## src/rtl/fifo_wr_arbiter.sv

```systemverilog
// Round-robin write arbiter feeding a single FIFO write port.
// Each grant lasts up to MAX_BURST writes and is followed by a one-cycle arbitration bubble.
module fifo_wr_arbiter #(
    parameter int DATA_WIDTH = 8,
    parameter int N_REQ      = 4,
    parameter int MAX_BURST  = 4
) (
    input  logic                        i_clk,
    input  logic                        i_rstn,
    input  logic [N_REQ-1:0]            i_req,
    input  logic [N_REQ*DATA_WIDTH-1:0] i_wdata,
    input  logic                        i_full,
    output logic [N_REQ-1:0]            o_gnt,
    output logic [N_REQ-1:0]            o_ack,
    output logic                        o_wr,
    output logic [DATA_WIDTH-1:0]       o_wdata,
    output logic                        o_busy
);

    localparam int IDX_W = (N_REQ > 1) ? $clog2(N_REQ) : 1;
    localparam int CNT_W = $clog2(MAX_BURST) + 1;

    typedef enum logic {
        S_IDLE,
        S_BURST
    } state_t;

    state_t               state_q, state_d;
    logic [N_REQ-1:0]     gnt_q, gnt_d;
    logic [IDX_W-1:0]     ptr_q, ptr_d;
    logic [IDX_W-1:0]     win_q, win_d;
    logic [CNT_W-1:0]     cnt_q, cnt_d;

    logic [IDX_W-1:0]     pick_idx;
    logic                 pick_vld;
    logic                 gnt_req;
    logic [DATA_WIDTH-1:0] masked_data [N_REQ];

    genvar gi;
    generate
        for (gi = 0; gi < N_REQ; gi++) begin : g_req
            assign o_ack[gi]       = gnt_q[gi] & i_req[gi] & ~i_full;
            assign masked_data[gi] = gnt_q[gi] ? i_wdata[gi*DATA_WIDTH +: DATA_WIDTH] : '0;
        end
    endgenerate

    // Walk offsets from farthest to nearest so the nearest requester after ptr wins.
    always_comb begin
        pick_vld = 1'b0;
        pick_idx = '0;
        for (int i = N_REQ; i >= 1; i--) begin
            if (i_req[(int'(ptr_q) + i) % N_REQ]) begin
                pick_vld = 1'b1;
                pick_idx = IDX_W'((int'(ptr_q) + i) % N_REQ);
            end
        end
    end

    always_comb begin
        o_wdata = '0;
        for (int k = 0; k < N_REQ; k++) begin
            o_wdata = o_wdata | masked_data[k];
        end
    end

    assign o_gnt   = gnt_q;
    assign o_wr    = |o_ack;
    assign o_busy  = (state_q == S_BURST);
    assign gnt_req = |(gnt_q & i_req);

    always_comb begin
        state_d = state_q;
        gnt_d   = gnt_q;
        ptr_d   = ptr_q;
        win_d   = win_q;
        cnt_d   = cnt_q;
        case (state_q)
            S_IDLE: begin
                if (pick_vld) begin
                    state_d = S_BURST;
                    gnt_d   = N_REQ'(1) << pick_idx;
                    win_d   = pick_idx;
                    cnt_d   = '0;
                end
            end
            S_BURST: begin
                if (o_wr) begin
                    cnt_d = cnt_q + CNT_W'(1);
                end
                // A full FIFO only stalls; the burst ends on the last write or a dropped request.
                if (!gnt_req || (o_wr && (cnt_q == CNT_W'(MAX_BURST - 1)))) begin
                    state_d = S_IDLE;
                    gnt_d   = '0;
                    ptr_d   = win_q;
                end
            end
        endcase
    end

    always_ff @(posedge i_clk or negedge i_rstn) begin
        if (!i_rstn) begin
            state_q <= S_IDLE;
            gnt_q   <= '0;
            ptr_q   <= IDX_W'(N_REQ - 1);
            win_q   <= '0;
            cnt_q   <= '0;
        end else begin
            state_q <= state_d;
            gnt_q   <= gnt_d;
            ptr_q   <= ptr_d;
            win_q   <= win_d;
            cnt_q   <= cnt_d;
        end
    end

endmodule
```

## config.mk

```make
export PLATFORM = sky130hd
export DESIGN_NAME = fifo_wr_arbiter
export DESIGN_NICKNAME = d
export VERILOG_FILES = /design/src/rtl/fifo_wr_arbiter.sv
export SDC_FILE = /design/constraint.sdc
export NUM_CORES = 1
export LEC_CHECK = 0
export ABC_AREA = 0
export CAP_MARGIN = 20
export CELL_PAD_IN_SITES_DETAIL_PLACEMENT = 1
export CELL_PAD_IN_SITES_GLOBAL_PLACEMENT = 2
export CORE_MARGIN = 4
export CORE_UTILIZATION = 19
export DETAILED_ROUTE_END_ITERATION = 16
export PLACE_DENSITY = 0.88
export REMOVE_ABC_BUFFERS = 1
export SYNTH_ARGS = -nofsm -noshare
export SYNTH_HDL_FRONTEND = slang
export SYNTH_SLANG_ARGS = --single-unit
```

## constraint.sdc

```tcl
create_clock -name i_clk -period 1.75 [get_ports i_clk]
set_input_delay 0.175 -clock i_clk [delete_from_list [all_inputs] [get_ports i_clk]]
set_output_delay 0.175 -clock i_clk [all_outputs]
set_load 0.005 [all_outputs]
```

## After elaboration in Yosys (flattened, before gate mapping)

Index checks and enable logic that the tools add are counted.

- Word-level logic and storage cells: 83
- Input bits: 39
- Output and inout bits: 18
- Flip-flop bits (word level): 12

- Equal/unequal tests: 4
- Shift operators: 1
- Reduce and logical (&&, ||, !) cells: 13
- Bitwise operators: 18
- Order comparisons: 4
- Multiplexer cells: 33
- $add $sub $neg: 5

Operators by type and width:

| kind | count |
|---|---|
| 8-bit two-way mux | 4 |
| 8-bit OR | 3 |
| 3-bit by 4-bit < comparator with 1-bit output, second input constant | 4 |
| 1-bit two-way mux | 14 |
| 1-bit bitwise AND | 8 |
| 1-bit binary-select mux with 2-bit select | 4 |
| 2-bit two-way mux | 4 |
| 4-bit two-way mux | 2 |
| 4-bit case mux with 2 select lines | 1 |
| 2-bit AND reduction | 4 |
| 2-bit OR reduction | 4 |
| 4-bit OR reduction | 2 |
| 3-bit two-way mux | 2 |
| 3-bit case mux with 2 select lines | 1 |
| 2-bit by 1-bit adder with 2-bit output, second input constant | 2 |
| 2-bit adder, second input constant | 2 |
| 1-bit bitwise AND, first input constant | 4 |
| 4-bit bitwise AND | 1 |
| 2-bit inequality test, second input constant | 2 |
| 1-bit by 2-bit left shift with 4-bit output, first input constant | 1 |
| 3-bit by 1-bit adder with 3-bit output, second input constant | 1 |
| 3-bit by 2-bit == test with 1-bit output, second input constant | 1 |
| 2-bit by 1-bit inequality test with 1-bit output, second input constant | 1 |
| 1-bit NOT | 2 |
| other kinds (4) | 4 |

## Depth between registers and ports, before layout

- Word-level depth: 13
- Gate-level depth with buffers: 5
- Depth with buffers taken out: 5

## Least setup slack after synthesis

No wires, ideal clock.

- Kind: register -> register
- From: reg cnt_q[0]
- To: reg ptr_q[0]
- Stages on the path, launching flop included: 6
- Data arrival time: 1.362 ns
- Library setup time: 0.082 ns
- Path buffers: 0
- Slack: 0.306 ns
- Data required time: 1.668 ns
- Clock period less this slack: 1.444 ns
- Cell sequence: dfrtp_1 > ha_1 > ha_1 > nor2b_1 > o21ai_4 > mux2_4

- Longest elaborated chain between the ends: 4

RTL lines:

| element | RTL line | RTL |
|---|---|---|
| start, declared | 32 | `logic [CNT_W-1:0] cnt_q, cnt_d;` |
| start signal, assigned | 112 | `cnt_q <= cnt_d;` |
| 3-bit by 2-bit == test with 1-bit output | 91 | `if (!gnt_req \|\| (o_wr && (cnt_q == CNT_W'(MAX_BURST - 1)))) begin` |
| 1-bit logical AND | 91 |  |
| 1-bit logical OR | 91 |  |
| 2-bit AND reduction (no line) | n/a |  |
| end signal, assigned | 104 | `ptr_q <= IDX_W'(N_REQ - 1);` |
| end signal, assigned | 110 | `ptr_q <= ptr_d;` |
| end, declared | 30 | `logic [IDX_W-1:0] ptr_q, ptr_d;` |

No other way between the ends.
A chain may end at the register's enable or synchronous reset.

## Worst setup path in the final report

- From: reg gnt_q[0] (netlist: o_gnt[0])
- To: out o_wdata[0]

- Longest elaborated chain between the ends: 4

RTL lines:

| element | RTL line | RTL |
|---|---|---|
| start, declared | 29 | `logic [N_REQ-1:0] gnt_q, gnt_d;` |
| start signal, assigned | 109 | `gnt_q <= gnt_d;` |
| 8-bit two-way mux | 43 | `assign masked_data[gi] = gnt_q[gi] ? i_wdata[gi*DATA_WIDTH +: DATA_WIDTH] : '0;` |
| 8-bit OR (3 in series) | 62 | `o_wdata = o_wdata \| masked_data[k];` |
| end, declared | 16 | `output logic [DATA_WIDTH-1:0] o_wdata,` |

No other way between the ends.

==> results.txt <==
The run finished with clean final reports. The min-delay analysis places its worst path in the category primary input to async pin. Buffers placed on the I/O ports in this run total 56.

The clock-pin slew on the worst setup and hold paths is 0.06 ns. The final layout contains routed wiring with a total length of 3770 um. For this design the top-level I/O count stands at 57. IR analysis of the VDD net gives a maximum drop of 0.335 mV.

The critical path arrival was 1.52 ns; the total power was 2.32 mW. Detailed placement finished with a half-perimeter wire length of 3020 um. Setup violations remaining at the end of the flow were counted as 0. Detailed routing inserted a total of 986 vias. The netlist uses 30 different library cells. The die is 76.5 um wide.

The die covers 5850 um2. The time the worst path needs with I/O delays and setup was 1.70 ns; the clock insertion delay at the later pin of the skew report was 0.24 ns. Leaving out filler cells and counting taps, the final layout contains 215.

The run gives 208 as the cell count after placement. The fraction of the yosys area taken by sequential cells was 0.340; the number of synthesis warnings was 0. The final weighted congestion in routability-driven placement came out at 0.725.

Based on the critical path, the design can be clocked at up to 0.590 GHz. Number of clock sinks: 12. The worst setup path is launched from a flip-flop.

For this design the static power due to leakage is 0.762 nW. The first TritonRoute pass finished after 4 iterations. The initial standard-cell utilization of the core was 0.200.

After synthesis, the cell types taking the most area are sky130_fd_sc_hd__dfrtp_1 (28%), sky130_fd_sc_hd__a22oi_1 (13%), sky130_fd_sc_hd__nand2_1 (7.6%). The run gives 0 as the final-report hold violation count. The number of maximum-capacitance violations came out at 0.

The library cells used most frequently in the layout, excluding fill and tap cells, are sky130_fd_sc_hd__clkdlybuf4s50_1 (49), sky130_fd_sc_hd__nand2_1 (18), sky130_fd_sc_hd__a22oi_1 (14), sky130_fd_sc_hd__buf_4 (11), sky130_fd_sc_hd__dfrtp_1 (10). In this run the cell area measured after placement is 1560 um2. The tree is rooted in a sky130_fd_sc_hd__clkbuf_8. The final setup TNS was 0 ns. The detail route stage leaves a number of antenna-violating nets equal to 0. At the worst endpoint, the required time is 1.57 ns. The fraction of synthesized cell area taken by the top area cell type was 0.281.

The depth of the worst register-to-register path works out to 6. The run gives 0 as the cts-stage hold buffer count. Total congestion overflow: 0. For this block, the initial DRC count from the detailed router was 40. Leaving out fill and tap cells, the most frequent cell in the layout is sky130_fd_sc_hd__clkdlybuf4s50_1. Number of buffers added by the clock tree synthesis step: 3. The critical path is of the flip-flop to output pin type.

Along the worst path, the maximum fanout reaches 10. Summed over all instances, the cell type with the most area after synthesis is sky130_fd_sc_hd__dfrtp_1. 0 antenna diodes ended up in the layout. The transition time at the pin with the least slew margin was 0.559 ns; the row count was 24. The synthesized design contains 12 register bits.

Clock skew on the completed layout was measured at 0.00119 ns. The worst setup path is captured at an output pin. The synthesized netlist occupies a cell area of 891 um2. In the routed design, unresolved DRC markers number 0. After synthesis, the mean cell area works out to 9.58 um2. Counting every instance in the synthesized netlist gives 93. The via count normalized by instance count is 4.59. The total count of max-transition violations in the final report came out at 0.

The max-slew headroom at the worst pin is 0.626. Counting along the longest clock path gives a buffer depth of 2. The logs give 1 for the H-tree level count and 4440 um2 for the area of the placeable core. The net count of the finished layout is 205. Ratio of final minimum period to clock period: 0.969. The post-detailed-route wirelength per cell is 17.6 um, and the final non-filler cell area is 1670 um2. The run gives 0 as the initial antenna violation count.

TritonCTS built the clock tree. The pin count of the biggest net entering global routing is 13. Setup repair after global routing left no endpoint under its margin. The first global-routing pass estimated 5810 um of wire. Power spread over the standard cell area amounts to 1390 nW/um2. The ratio of cells with drive above 1 in the final layout works out to 0.196.

The die is 76.5 um tall. The via count of the first global-routing pass is 1110, and the minimum setup slack after placement is 0.00331 ns. The post-synthesis to final-layout area growth is 87.1%, and the global router's overall resource usage is 0.126. The tools report the worst setup margin as 0.0545 ns.
-- worst paths after layout --
path,from,to,slack (ns)
worst max-delay path,o_gnt[0],o_wdata[0],0.05
worst min-delay path,i_rstn,o_busy,0.30
worst max register to register,cnt_q[0],ptr_q[1],0.10
worst min register to register,win_q[1],win_q[1],0.51
max in group asynchronous,i_rstn,ptr_q[1],1.08
min in group i_clk,win_q[1],win_q[1],0.51
-- power breakdown --
group | leakage [nW] | internal (mW) | total (mW) | switching [mW]
clock | 0.0288 | 0.199 | 0.306 | 0.107
sequential | 0.152 | 0.411 | 0.537 | 0.127
combinational | 0.582 | 0.846 | 1.48 | 0.633
total | 0.762 | 1.46 | 2.32 | 0.867
-- registers in the layout (all words and copies together), names as in the netlist --
signal	flops
o_gnt	4
o_busy	1
win_q	2
ptr_q	2
cnt_q	3
-- kinds of logic (layout without fill, tap and decap cells) --
group,Yosys count,count (layout),synth area share
AOI/OAI and AO/OA,26,26,0.256
adders and majority gates,2,2,0.0281
buffers and inverters,7,77,0.0590
DFF,12,12,0.340
muxes,7,7,0.0913
and+or+nand+nor,39,39,0.226
-- layout make-up --
cell class | instances | area, um2
timing repair buffer | 70 | 687
clock buffer | 4 | 55.1
fill | 544 | 2780
inverter | 3 | 11.3
tap | 52 | 65.1
multi-input combinational | 74 | 546
sequential | 12 | 303
-- synth_stat cells, drive strengths merged --
cell type / instances
mux2i: 4
a21o: 1
nor2b: 2
o31ai: 1
and2: 1
o21ai: 1
buf: 4
or2: 1
dfstp: 2
a32o: 1
and4: 1
dfrtp: 10
a21oi: 1
ha: 2
nor3: 1
a22o: 1
nand2: 19
o2bb2ai: 2
nand3b: 1
inv: 3
o221ai: 1
nand2b: 4
a31oi: 1
a22oi: 16
nor2: 8
mux2: 3
nor4: 1
-- metal layers --
metal  GRT usage  up-vias  wire length (um)
met3      0.0154        4                58
met1       0.128      492              1350
met2       0.254       12              2300
met5           0        -                 0
met4      0.0543        0                63
li1            -      478                 -
-- stage by stage --
step	util	hold slack, ns
after floorplan	-	-0.121
after CTS	0.365	0.298
after detailed placement	0.351	0.489
after global placement	0.351	0.464
final	0.375	0.295
after global routing	0.375	0.330
-- what timing repair did --
action                                  CTS  global route
setup buffers                             1             2
endpoints found under the setup margin    6             8
gates resized for setup                   3             9
-- worst max-delay path, cell delays in order, from the launching register on --
cell                              delay (ns)
sky130_fd_sc_hd__dfrtp_1                0.40
sky130_fd_sc_hd__buf_6                  0.16
sky130_fd_sc_hd__a22oi_1                0.19
sky130_fd_sc_hd__nand2_1                0.08
sky130_fd_sc_hd__clkdlybuf4s50_1        0.45
Note: power is estimated with default switching activity, not from simulation.
